## config.mk

```make
export PLATFORM = sky130hd
export DESIGN_NAME = lane_scroll_scheduler
export DESIGN_NICKNAME = d
export VERILOG_FILES = /design/src/rtl/lane_scroll_scheduler.sv
export SDC_FILE = /design/constraint.sdc
export NUM_CORES = 1
export LEC_CHECK = 0
export BUFFER_PORTS_ARGS = -buffer_cell sky130_fd_sc_hd__buf_2
export CORE_MARGIN = 2
export CORE_UTILIZATION = 33
export CTS_CLUSTER_DIAMETER = 50
export CTS_CLUSTER_SIZE = 20
export DETAILED_ROUTE_END_ITERATION = 10
export PLACE_DENSITY = 0.46
export SETUP_SLACK_MARGIN = 0.2
export SLEW_MARGIN = 30
export SYNTH_ARGS = -nofsm -noshare
export SYNTH_HDL_FRONTEND = slang
export SYNTH_SLANG_ARGS = --single-unit
```

## constraint.sdc

```tcl
create_clock -name clk -period 5.5 [get_ports clk]
set_clock_uncertainty 0.2 [all_clocks]
set_input_delay 1.1 -clock clk [delete_from_list [all_inputs] [get_ports clk]]
set_output_delay 1.1 -clock clk [all_outputs]
set_load 0.01 [all_outputs]
```

## src/rtl/lane_scroll_scheduler.sv

```systemverilog
// Per-frame lane scroll scheduler: once per vertical blank it walks every lane
// and advances its horizontal scroll offset by its configured speed/direction.
// Optional build macro: LANE_SYNC_EN adds sync_lanes to re-align all lanes.
module lane_scroll_scheduler #(
    parameter int unsigned NUM_LANES   = 12,
    parameter int unsigned PLAYFIELD_W = 448,
    parameter int unsigned FRAME_ROW   = 480,
    parameter int unsigned PERIOD_W    = 6
) (
    input  logic                clk,
    input  logic                reset,
    input  logic                on,
    input  logic [9:0]          colPos,
    input  logic [9:0]          rowPos,
    input  logic                cfg_we,
    input  logic [3:0]          cfg_lane,
    input  logic [PERIOD_W-1:0] cfg_period,
    input  logic                cfg_dir,
    input  logic [3:0]          rd_lane,
`ifdef LANE_SYNC_EN
    input  logic                sync_lanes,
`endif
    output logic [8:0]          lane_offset,
    output logic                busy,
    output logic                frame_done
);

    localparam int unsigned OFF_W  = 9;
    localparam int unsigned LANE_W = 4;
    localparam int unsigned POS_W  = 10;

    typedef enum logic [1:0] {
        IDLE = 2'd0,
        SCAN = 2'd1,
        DONE = 2'd2
    } state_t;

    state_t              state;
    logic [LANE_W-1:0]   idx;
    logic                cond_q;
    logic                cond_c;
    logic                start_c;
    logic                sync_apply_c;

    logic [OFF_W-1:0]    offset [NUM_LANES];
    logic [PERIOD_W-1:0] cnt    [NUM_LANES];
    logic [PERIOD_W-1:0] period [NUM_LANES];
    logic                dir    [NUM_LANES];

    // One pixel step with wrap inside 0..PLAYFIELD_W-1; d=1 moves left
    function automatic logic [OFF_W-1:0] step_off(input logic [OFF_W-1:0] o, input logic d);
        if (d) begin
            step_off = (o == '0) ? OFF_W'(PLAYFIELD_W - 1) : o - OFF_W'(1);
        end else begin
            step_off = (o == OFF_W'(PLAYFIELD_W - 1)) ? '0 : o + OFF_W'(1);
        end
    endfunction

    // Frame start is the rising edge of the blank-start position, gated by on
    assign cond_c  = (rowPos == POS_W'(FRAME_ROW)) && (colPos == '0);
    assign start_c = cond_c && !cond_q && on;

`ifdef LANE_SYNC_EN
    logic sync_pend;
    assign sync_apply_c = (state == IDLE) && (sync_lanes || sync_pend);
`else
    assign sync_apply_c = 1'b0;
`endif

    // Registered copy of the blank-start condition for edge detection
    always_ff @(posedge clk) begin
        if (reset) cond_q <= 1'b0;
        else       cond_q <= cond_c;
    end

    // Scan sequencer with Moore-registered busy/frame_done
    always_ff @(posedge clk) begin
        if (reset) begin
            state      <= IDLE;
            idx        <= '0;
            busy       <= 1'b0;
            frame_done <= 1'b0;
        end else begin
            case (state)
                IDLE: begin
                    frame_done <= 1'b0;
                    if (start_c) begin
                        state <= SCAN;
                        idx   <= '0;
                        busy  <= 1'b1;
                    end
                end
                SCAN: begin
                    if (idx == LANE_W'(NUM_LANES - 1)) begin
                        state      <= DONE;
                        busy       <= 1'b0;
                        frame_done <= 1'b1;
                    end else begin
                        idx <= idx + LANE_W'(1);
                    end
                end
                DONE: begin
                    state      <= IDLE;
                    frame_done <= 1'b0;
                end
                default: begin
                    state      <= IDLE;
                    busy       <= 1'b0;
                    frame_done <= 1'b0;
                end
            endcase
        end
    end

`ifdef LANE_SYNC_EN
    // Hold a sync request that arrives mid-scan until the scheduler is idle
    always_ff @(posedge clk) begin
        if (reset)                           sync_pend <= 1'b0;
        else if (state == IDLE)              sync_pend <= 1'b0;
        else if (sync_lanes)                 sync_pend <= 1'b1;
    end
`endif

    // Per-lane config, frame advance and sync clearing; a config write beats the scan step
    always_ff @(posedge clk) begin
        if (reset) begin
            for (int i = 0; i < NUM_LANES; i++) begin
                offset[i] <= '0;
                cnt[i]    <= '0;
                period[i] <= '0;
                dir[i]    <= 1'b0;
            end
        end else begin
            for (int i = 0; i < NUM_LANES; i++) begin
                if (cfg_we && (cfg_lane == LANE_W'(i))) begin
                    period[i] <= cfg_period;
                    dir[i]    <= cfg_dir;
                    cnt[i]    <= '0;
                end else if ((state == SCAN) && (idx == LANE_W'(i)) && (period[i] != '0)) begin
                    if (cnt[i] == '0) begin
                        cnt[i]    <= period[i] - PERIOD_W'(1);
                        offset[i] <= step_off(offset[i], dir[i]);
                    end else begin
                        cnt[i] <= cnt[i] - PERIOD_W'(1);
                    end
                end
                if (sync_apply_c) begin
                    offset[i] <= '0;
                    cnt[i]    <= '0;
                end
            end
        end
    end

    // Registered read port; out-of-range lanes read as zero
    always_ff @(posedge clk) begin
        if (reset) begin
            lane_offset <= '0;
        end else if ((5'(rd_lane)) < 5'(NUM_LANES)) begin
            lane_offset <= offset[rd_lane];
        end else begin
            lane_offset <= '0;
        end
    end

endmodule

```

==> summary.md, run 1 <==
| Metric | Value |
|---|---|
| Run status | completed |
| Share of cells above drive strength 1 | 0.110 |
| Ys flop type | edfxtp_1 |
| First-pass GRT wire length | about 84,000 um |
| Vias per Instance | 5.55 |
| Total number of vias | 15,100 |
| Simple-Gate Fraction of Synth Area | 0.204 |
| Setup Fix Bufs, Post-CTS | 0 |
| Utilization after layout | 0.375 |
| Fin crit share | 0.586 |
| Critical path class | reg2reg |
| Total CTS buffers | 49 |
| Gr ovfl total | 0 |
| Startpoint Class | flip-flop |
| Critical Path Fanout Max | 13 |
| Port Buffer Count | 49 |
| Mapped cell area | 19,100 um2 |
| Die ar. | 59,900 um2 |
| Pwr/cell area | between 200 and 300 nW/um2 |
| Final min period | around 3.2 ns |
| Clock transition at path regs | 0.06 ns |
| Slew headroom | 0.356 |
| Number of synthesized flops with an enable pin | roughly 260 |
| Max VDD drop | ~220 uV |
| Sink Count | 282 |
| Post-detail-place hpwl | 37,400 um |
| Final wirelength | approximately 53,000 um |
| Die height | ~240 um |
| Post-synthesis adder-cell area fraction | 0.0497 |
| Hold-fix buffers, CTS | 0 |
| Post-route ant nets | 0 |
| I/O pins | 50 |
| Post-synth ARST share | 0 |
| Flip-flop and latch area | about 8300 um2 |
| Hold Fails Final Rpt | 0 |
| Layout Area Growth over Synthesis | 12.7% |
| Xor and xnor fraction of the mapped netlist area | 0.0627 |
| Library cells used by synthesis | between 80 and 90 |
| Hold Path Class | reg2reg |
| Warnings from Yosys | 0 |
| Routability cong. | around 0.83 |
| CTS tree | yes |
| Initial DRC count | 1,157 |
| CTS max path bufs | 3 |
| Root Driver | clkbuf_16 |
| Initial Util | 0.333 |
| Initial DRT Pass Iterations | 6 |
| Avg WL per Cell | 19.4 um |
| Worst EP required | approximately 5.7 ns |
| Max Slew Vio Count | 0 |
| Post-synthesis sequential area ratio | 0.433 |
| Number of max-cap violations | 0 |
| Mapped Avg Cell Area | 9.81 um2 |
| Resize count post-CTS | 0 |
| Setup TNS | 0 ns |
| Clk_lat worst skew | 0.59 ns |
| Syn_nets | 2,065 |
| Static Leak | 7.55 nW |
| Peak Freq | ~310 MHz |
| Yosys reg bits | ~280 |
| Core Region | about 57,000 um2 |
| Commonest non-fill, non-tap cells in the layout | 264 x edfxtp_1, 174 x nor2_1, 125 x inv_1 |
| Vias in the first global route | 14,600 |
| Num rows | 88 |
| Mux contribution to synthesized area | 0.0409 |
| Slew @ Worst Pin | 0.963 ns |
| Largest net degree at the start of global routing | 34 |
| Cells after Synth | 1,950 |
| Fillers | 5,712 |
| Crit. End Element | flip-flop |
| Die extent in x | 245 um |
| Remaining DRCs | 0 |
| Nets | roughly 2,000 |
| Area of the multi-input gates | 9850 um2 |
| Main combinational cell family by area after synthesis | simple AND/OR/NAND/NOR gates |
| RSZ-0062 raised after global routing | false |
| Post-synthesis compound-gate area fraction | 0.157 |
| Htree depth | 2 |
| GRT Total Usage | 0.175 |
| Commonest non-fill, non-tap cell in the layout | edfxtp_1 |
| Worst EP arrival | roughly 3.4 ns |
| # setup viols final | 0 |
| Antenna violations before repair | 2 |
[sequential cells by signal (all words and copies together) (netlist names)]
name / cells
state: 2
period: 72
cnt: 72
busy: 1
dir: 12
lane_offset: 9
idx: 4
cond_q: 1
frame_done: 1
offset: 108
[final cells by class]
class	instances	share of cell area
sequential	282	0.384
multi-input combinational	1403	0.457
tap	765	0.0444
timing repair buffer	57	0.0142
clock buffer	51	0.0572
clock inverter	40	0.0216
inverter	125	0.0218
antenna	1	0.000116
[layer usage]
metal / wire length, um / GRT usage / share of wire
met1: 26000 / 0.254 / 0.49
met2: 23100 / 0.267 / 0.44
met3: 2610 / 0.0273 / 0.049
met4: 1260 / 0.0542 / 0.024
met5: 0 / 0 / 0
[report_power, final]
part	switching (mW)	leakage, nW	total (mW)	internal (mW)
clock	1.20	0.822	3.16	1.95
sequential	0.167	2.81	2.62	2.45
combinational	0.315	3.92	0.544	0.229
[path summary, 6_finish.rpt]
kind,from,to,slack (ns),cells past startpoint
min reg2reg,frame_done,frame_done,0.30,2
min,frame_done,frame_done,0.30,2
max reg2reg,state[0],offset[2][7],2.28,4
max,state[0],offset[2][7],2.28,4
[critical path, stage by stage (launching register included)]
cell and delay [ns]:
dfxtp_1 0.58, nor4b_4 0.69, o211ai_1 0.44, or4b_1 0.81, a311oi_2 0.30
[cells by family after synthesis]
family / Yosys count
simple gates: 720
mux: 44
compound gates: 426
fa+ha+maj: 76
buf+inv: 265
xor+xnor: 137
flops: 282
[metrics by stage]
step / worst slack (ns) / hold slack [ns] / power [mW] / cells / cell area [um2]
floorplan: 2.34 / 0.303 / 3.01 / 1950 / 19100
global placement: 1.69 / 0.298 / 3.20 / 2632 / 19900
detailed placement: 1.67 / 0.285 / 3.21 / 2632 / 19900
CTS: 2.30 / 0.300 / 6.40 / 2723 / 21600
global route: 2.09 / 0.334 / 6.56 / 2723 / 21600
finish: 2.28 / 0.296 / 6.33 / 2724 / 21600
[cell usage after synthesis (22+ instances only)]
| master | count | share of area |
|---|---|---|
| xor2_1 | 58 | 0.027 |
| nand2b_1 | 22 | 0.0072 |
| nor3_1 | 77 | 0.020 |
| a21oi_1 | 75 | 0.020 |
| a211oi_1 | 40 | 0.016 |
| nor4_1 | 31 | 0.010 |
| o22ai_1 | 50 | 0.016 |
| nand3_1 | 76 | 0.020 |
| nand4_1 | 23 | 0.0075 |
| inv_1 | 125 | 0.025 |
| nor2_1 | 174 | 0.034 |
| ha_1 | 76 | 0.050 |
| or3_1 | 31 | 0.010 |
| mux4_2 | 27 | 0.032 |
| xnor2_1 | 79 | 0.036 |
| o21ai_0 | 56 | 0.015 |
| edfxtp_1 | 264 | 0.41 |
| nand2_1 | 109 | 0.021 |
| clkbuf_1 | 122 | 0.024 |
(Power assumes the default switching activity.)
==> inputs of run 2 (changes only) <==
--- a/config.mk
+++ b/config.mk
@@ -5,13 +5,14 @@
 export SDC_FILE = /design/constraint.sdc
 export NUM_CORES = 1
 export LEC_CHECK = 0
+export ABC_AREA = 1
 export BUFFER_PORTS_ARGS = -buffer_cell sky130_fd_sc_hd__buf_2
 export CORE_MARGIN = 2
 export CORE_UTILIZATION = 33
 export CTS_CLUSTER_DIAMETER = 50
 export CTS_CLUSTER_SIZE = 20
 export DETAILED_ROUTE_END_ITERATION = 10
-export PLACE_DENSITY = 0.46
+export PLACE_DENSITY = 0.47
 export SETUP_SLACK_MARGIN = 0.2
 export SLEW_MARGIN = 30
 export SYNTH_ARGS = -nofsm -noshare
==> constraint.sdc (replaced) <==
create_clock -name clk -period 2.9 [get_ports clk]
set_clock_uncertainty 0.2 [all_clocks]
set_input_delay 0.58 -clock clk [delete_from_list [all_inputs] [get_ports clk]]
set_output_delay 0.58 -clock clk [all_outputs]
set_load 0.01 [all_outputs]
==> run 2 against run 1 <==
Against the previous run: synthesized cell count is 28% higher; clock power is 91% higher; final cell count increased by 24%; routed wire length increased by 2.1%; count of clock-buffer cells in the layout is the same; worst setup slack lost 1.8 ns; largest power group unchanged.
==> summary.md, run 2 <==
| Metric | Value |
|---|---|
| Worst EP arrival | 2.48 ns |
| Switch share | 0.272 |
| Slew headroom | 0.464 |
| Vias per Instance | ~5 |
| Library cells used by synthesis | 39 |
| Cells on worst reg2reg path | 9 |
| Final min period | 2.42 ns |
| Cells after Synth | 2,495 |
| Post-synth top area share | 0.413 |
| Worst setup endpoint | offset[4][5] |
| Avg WL per Cell | 16.0 um |
| Worst r2r src | state[0] |
| Initial DRT Pass Iterations | 5 |
| CTS max path bufs | 3 |
| Routability cong. | ~0.85 |
| Number of synthesized flops with an enable pin | 264 |
| Biggest regs | offset (108), cnt (72), period (72) |
| Post-detail-place hpwl | 40,700 um |
| Hold Path Class | in2reg |
| Hold-fix buffers, CTS | 0 |
| Worst EP required | approximately 3.0 ns |
| RSZ-0062 raised after global routing | false |
| Nets | 2,685 |
| Fin crit share | 0.836 |
| Gr ovfl total | 0 |
| Hold Fails Final Rpt | 0 |
| Net load switching power | 3.27 mW |
| Resize count post-CTS | 0 |
| Total number of vias | 16,700 |
| Die ar. | 60,100 um2 |
| Share of cells above drive strength 1 | 0.0778 |
| Total CTS buffers | 47 |
| # setup viols final | 0 |
| Largest net degree at the start of global routing | 76 |
| Vias in the first global route | 15,800 |
| Cell taking the most area after synthesis | edfxtp_1 |
| Commonest non-fill, non-tap cells in the layout | 461 x nand2_1, 379 x nor2_1, 309 x inv_1 |
| Commonest non-fill, non-tap cell in the layout | nand2_1 |
| Startpoint Class | flip-flop |
| Antenna violations before repair | 0 |
| Critical path buffers and inverters | 4 |
| Mapped Avg Cell Area | 7.70 um2 |
| Num rows | 88 |
| Syn_nets | 2,610 |
| Comb pwr share | 0.095 |
| Ys flop type | edfxtp_1 |
| Core Region | 57,600 um2 |
| Pint | approximately 9 mW |
| Critical path class | reg2reg |
| Top post-synthesis cells by count | 461 x nand2_1, 379 x nor2_1, 310 x inv_1 |
| Max VDD drop | 463 uV |
| Final wirelength | about 54,000 um |
| Dpl cells | around 3,300 |
| Sink Count | approximately 280 |
| Cell Chain, Critical Path | inv_1 -> nor2_4 -> inv_1 -> nor2_1 -> nand2_1 -> clkinv_1 -> nand2_1 -> o21ai_0 -> buf_4 |
| Most frequent cell after synthesis | nand2_1 |
| Flop pwr share | 0.405 |
| Critical path's slowest cell | dfxtp_1 |
| Die extent in x | ~250 um |
| Post-synthesis sequential area ratio | 0.432 |
| Clk_lat worst skew | 0.59 ns |
| First-pass GRT wire length | 85,700 um |
| Run status | completed |
| Critical path depth in cells | 9 |
| Crit. Startpoint | state[0] |
| Htree depth | 2 |
| Setup TNS | 0 ns |
| Pwr/cell area | around 540 nW/um2 |
| Port Buffer Count | 49 |
| Biggest register | offset |
| Post-route ant nets | 0 |
| Slew @ Worst Pin | between 0.8 and 0.9 ns |
| Synth top area cells | edfxtp_1 41%, nand2_1 9.0%, nor2_1 7.4%, inv_1 6.1%, o21ai_0 5.4% |
| Peak Freq | 413 MHz |
| Non-filler cells, final | 3,374 |
| Static Leak | slightly above 9 nW |
| Delay-heaviest family, CP | simple AND/OR/NAND/NOR gates |
| R2r setup slk | 0.48 ns |
| Initial DRC count | 1,236 |
| Die height | 245 um |
| Yosys reg bits | about 280 |
| Clock transition at path regs | 0.06 ns |
| Mapped cell area | ~19,000 um2 |
| Critical path's largest stage delay | 0.33 ns |
| Clock power share | 0.500 |
| Layout Area Growth over Synthesis | 15.5% |
| R2R Path End | offset[4][5] |
| Number of max-cap violations | 0 |
| Post-synth ARST share | 0 |
| Initial Util | 0.333 |
| GRT Total Usage | 0.180 |
| Crit. End Element | flip-flop |
| Max Slew Vio Count | 0 |
| CTS tree | yes |
| Root Driver | clkbuf_16 |
| Remaining DRCs | 0 |
| I/O pins | 50 |
| Max reg flops | 108 |
| Critical Path Fanout Max | 12 |
| Warnings from Yosys | 0 |
| Setup Fix Bufs, Post-CTS | 0 |
## run 2: per-stage QoR
| step | utilization | total power, mW | setup slack, ns | hold slack, ns | area [um2] |
|---|---|---|---|---|---|
| floorplan | - | 5.68 | 0.473 | 0.271 | 19200 |
| detailed placement | 0.356 | 6.10 | 0.291 | 0.239 | 20500 |
| CTS | 0.385 | 12.2 | 0.488 | 0.107 | 22200 |
| global placement | 0.356 | 6.10 | 0.368 | 0.254 | 20500 |
| global route | 0.385 | 12.5 | 0.306 | 0.162 | 22200 |
| finish | 0.385 | 12.0 | 0.477 | 0.150 | 22200 |
## run 2: power by group through the flow
stage | Combinational (mW) | Sequential [mW] | Clock [mW]
CTS | 1.15 | 4.88 | 6.17
global route | 1.30 | 4.91 | 6.33
detailed placement | 1.14 | 4.96 | 0
finish | 1.14 | 4.88 | 6.02
floorplan | 0.838 | 4.85 | 0
global placement | 1.14 | 4.96 | 0
## run 2: worst min path at each step
| stage | startpoint | end | slack [ns] | depth (start not counted) |
|---|---|---|---|---|
| after detailed placement | frame_done | frame_done | 0.24 | 2 |
| after global placement | frame_done | frame_done | 0.25 | 2 |
| after CTS | colPos[0] | cond_q | 0.11 | 6 |
| after floorplan | frame_done | frame_done | 0.27 | 2 |
| after global routing | cfg_period[5] | period[2][23] | 0.16 | 3 |
| final | colPos[0] | cond_q | 0.15 | 6 |
## run 2: kinds of logic (layout without fill, tap and decap cells)
family          Yosys count  after routing  share of synthesized area
compound gates          386            386                      0.102
fa+ha+maj                76             76                     0.0495
other cells               0              1                          0
flops                   282            282                      0.432
buf+inv                 387            500                     0.0770
xor+xnor                149            149                     0.0680
simple gates           1215           1215                      0.272
## run 2: area by class of cell
class / instances / area (um2)
Timing Repair Buffer: 91 / 586
Tap cell: 765 / 957
Clock buffer: 51 / 1240
Inverter: 322 / 1210
Fill cell: 5903 / 35400
Antenna cell: 1 / 2.50
Sequential cell: 282 / 8290
Clock inverter: 36 / 450
Multi-Input combinational cell: 1826 / 9440
## run 2: tightest hold or removal path, cell delays in order
cell	delay (ns)
buf_2	0.07
nor2_1	0.03
nand2_1	0.05
nor2_1	0.05
nand3_1	0.07
nor2_1	0.03
## run 2: layer usage
| layer | share of wire | global-route usage | routed length, um |
|---|---|---|---|
| met1 | 0.48 | 0.249 | 26000 |
| met2 | 0.44 | 0.284 | 24000 |
| met3 | 0.045 | 0.0308 | 2420 |
| met4 | 0.030 | 0.0590 | 1620 |
| met5 | 0 | 0 | 0 |
==> inputs of run 3 (changes only) <==
--- a/config.mk
+++ b/config.mk
@@ -5,14 +5,14 @@
 export SDC_FILE = /design/constraint.sdc
 export NUM_CORES = 1
 export LEC_CHECK = 0
-export ABC_AREA = 1
+export ABC_AREA = 0
 export BUFFER_PORTS_ARGS = -buffer_cell sky130_fd_sc_hd__buf_2
 export CORE_MARGIN = 2
 export CORE_UTILIZATION = 33
 export CTS_CLUSTER_DIAMETER = 50
 export CTS_CLUSTER_SIZE = 20
 export DETAILED_ROUTE_END_ITERATION = 10
-export PLACE_DENSITY = 0.47
+export PLACE_DENSITY = 0.46
 export SETUP_SLACK_MARGIN = 0.2
 export SLEW_MARGIN = 30
 export SYNTH_ARGS = -nofsm -noshare
==> constraint.sdc (replaced) <==
create_clock -name clk -period 2.5 [get_ports clk]
set_clock_uncertainty 0.2 [all_clocks]
set_input_delay 0.5 -clock clk [delete_from_list [all_inputs] [get_ports clk]]
set_output_delay 0.5 -clock clk [all_outputs]
set_load 0.01 [all_outputs]
==> run 3 against run 2 <==
Against the previous run: final area is 6.4% higher; maximum frequency is 1.6% lower; routed wire length is 2.2% higher; combinational power is 30% higher; sequential share of layout area is 2.2 points lower; critical path depth is 4 lower; count of clock-buffer cells in the layout is 13 higher; sequential cell count stayed put; final cell count is 14% lower; die area is 0.33% lower; critical endpoint is now offset[6][7]; largest cell class unchanged; largest power group unchanged.
==> summary.md, run 3 (synthesized netlist as in run 1, its figures left out) <==
| Metric | Value |
|---|---|
| Post-route ant nets | 0 |
| Post-DP Area | 21,100 um2 |
| First-pass GRT wire length | 86,600 um |
| Delay-heaviest family, CP | simple AND/OR/NAND/NOR gates |
| Commonest non-fill, non-tap cells in the layout | 264 x edfxtp_1, 171 x nor2_1, 167 x buf_4 |
| Final min period | 2.46 ns |
| Worst EP arrival | 2.67 ns |
| Non-filler cells, final | 2,918 |
| Max VDD drop | 470 uV |
| Nets | ~2,200 |
| Pwr/cell area | around 600 nW/um2 |
| Gr ovfl total | 0 |
| Die height | between 200 and 250 um |
| Antenna violations before repair | 0 |
| Max Slew Vio Count | 0 |
| Routability cong. | 0.849 |
| Share of cells above drive strength 1 | 0.217 |
| Hold Path Stages | 4 |
| Fin crit share | 0.985 |
| Initial Util | 0.333 |
| CTS tree | yes |
| Cell Chain, Critical Path | or3_4 -> or3b_4 -> or4b_4 -> buf_6 -> a311oi_2 |
| Slew @ Worst Pin | 0.552 ns |
| Post-detail-place hpwl | roughly 39,000 um |
| Initial DRT Pass Iterations | 5 |
| Tot Pwr | approximately 14 mW |
| Place WS | -0.0180 ns |
| Number of max-cap violations | 0 |
| Setup TNS | 0 ns |
| CTS max path bufs | 3 |
| Vias in the first global route | 15,600 |
| Critical path buffers and inverters | 1 |
| Avg WL per Cell | between 15 and 20 um |
| Antenna Cells | 0 |
| Setup ws final | around 0.038 ns |
| Peak Freq | 406 MHz |
| Remaining DRCs | 0 |
| Critical path class | reg2reg |
| Cells on worst reg2reg path | 5 |
| I/O pins | 50 |
| Port Buffer Count | 49 |
| Die ar. | 59,900 um2 |
| # setup viols final | 0 |
| Final wirelength | 55,200 um |
| Layout Area Growth over Synthesis | 23.3% |
| Total number of vias | 15,900 |
| Utilization after layout | 0.410 |
| Critical path's slowest cell | or4b_4 |
| Htree depth | 2 |
| RSZ-0062 raised after global routing | true |
| GRT Total Usage | 0.181 |
| Sink Count | 282 |
| Critical path's largest stage delay | 0.52 ns |
| Hold Fails Final Rpt | 0 |
| Run status | completed |
| Crit. End Element | flip-flop |
| Root Driver | clkbuf_16 |
| Total CTS buffers | just over 50 |
| Core Region | 57,500 um2 |
| WHS | between 0.03 and 0.04 ns |
| Critical Path Fanout Max | 5 |
| Num rows | between 80 and 90 |
| Initial DRC count | approximately 900 |
| Max reg flops | ~110 |
| Hold Path Class | in2reg |
| Biggest regs | offset (108), cnt (72), period (72) |
| Static Leak | between 8 and 9 nW |
| Slew headroom | 0.632 |
| Die extent in x | ~240 um |
| Final instance area | between 20,000 and 25,000 um2 |
| Biggest register | offset |
| Clock transition at path regs | 0.05 ns |
| Startpoint Class | flip-flop |
| Commonest non-fill, non-tap cell in the layout | edfxtp_1 |
| Largest net degree at the start of global routing | 27 |
| Clk_lat worst skew | 0.59 ns |
| Vias per Instance | between 5 and 6 |
| Dpl cells | 2,782 |
| Worst EP required | 2.71 ns |
| Critical path depth in cells | 5 |
[run 3: changes by cell type in the layout (fill, tap and decap cells not counted), sizes merged, moves of 27 or more]
cell / before / now
nand3: 207 / 76
a211oi: 0 / 42
xor2: 103 / 58
inv: 325 / 126
nand2: 464 / 109
buf: 91 / 245
nor4: 0 / 31
or3: 0 / 31
o22ai: 4 / 54
o21ai: 212 / 57
a21oi: 154 / 79
nor2: 383 / 176
mux4: 0 / 27
xnor2: 46 / 79
[run 3: per-layer routing]
layer	up-vias	global-route usage	wire length (um)
li1	7687	-	-
met1	7794	0.249	25900
met2	323	0.298	25900
met3	65	0.0271	2450
met4	0	0.0454	1030
met5	-	0	0
[run 3: layout make-up]
class,instances,area [um2]
Timing Repair Buffer,249,2000
Inverter,125,469
Multi-Input combinational cell,1403,10200
Tap cell,765,957
Fill cell,5620,33900
Clock inverter,30,255
Clock buffer,64,1370
Sequential cell,282,8290
[run 3: final timing paths]
path	start	to	slack (ns)
setup reg to reg	cnt[1][16]	offset[6][7]	0.04
hold / removal	colPos[1]	cond_q	0.04
setup / recovery	cnt[1][16]	offset[6][7]	0.04
hold reg to reg	frame_done	frame_done	0.30
[run 3: timing repair]
| action | 4_1_cts | 5_1_grt |
|---|---|---|
| pin swaps | 8 | 17 |
| endpoints found under the setup margin | 86 | 166 |
| gates resized for setup | 27 | 78 |
| hold endpoints to repair | 1 | 0 |
| hold buffers | 3 | 0 |
| cloned | 3 | 2 |
| buffers inserted | 13 | 21 |
[run 3: tightest hold or removal path, cell delays in order]
cell and delay, ns:
buf_2 0.07, nor4b_1 0.05, nand2b_1 0.10, nor3_1 0.06
[run 3: report_power, final]
part	switching (mW)	internal, mW	total [mW]	leakage (nW)
registers	0.297	5.40	5.70	2.81
clock network	2.51	4.16	6.67	0.777
logic	0.821	0.655	1.48	5.05
total	3.63	10.2	13.8	8.64
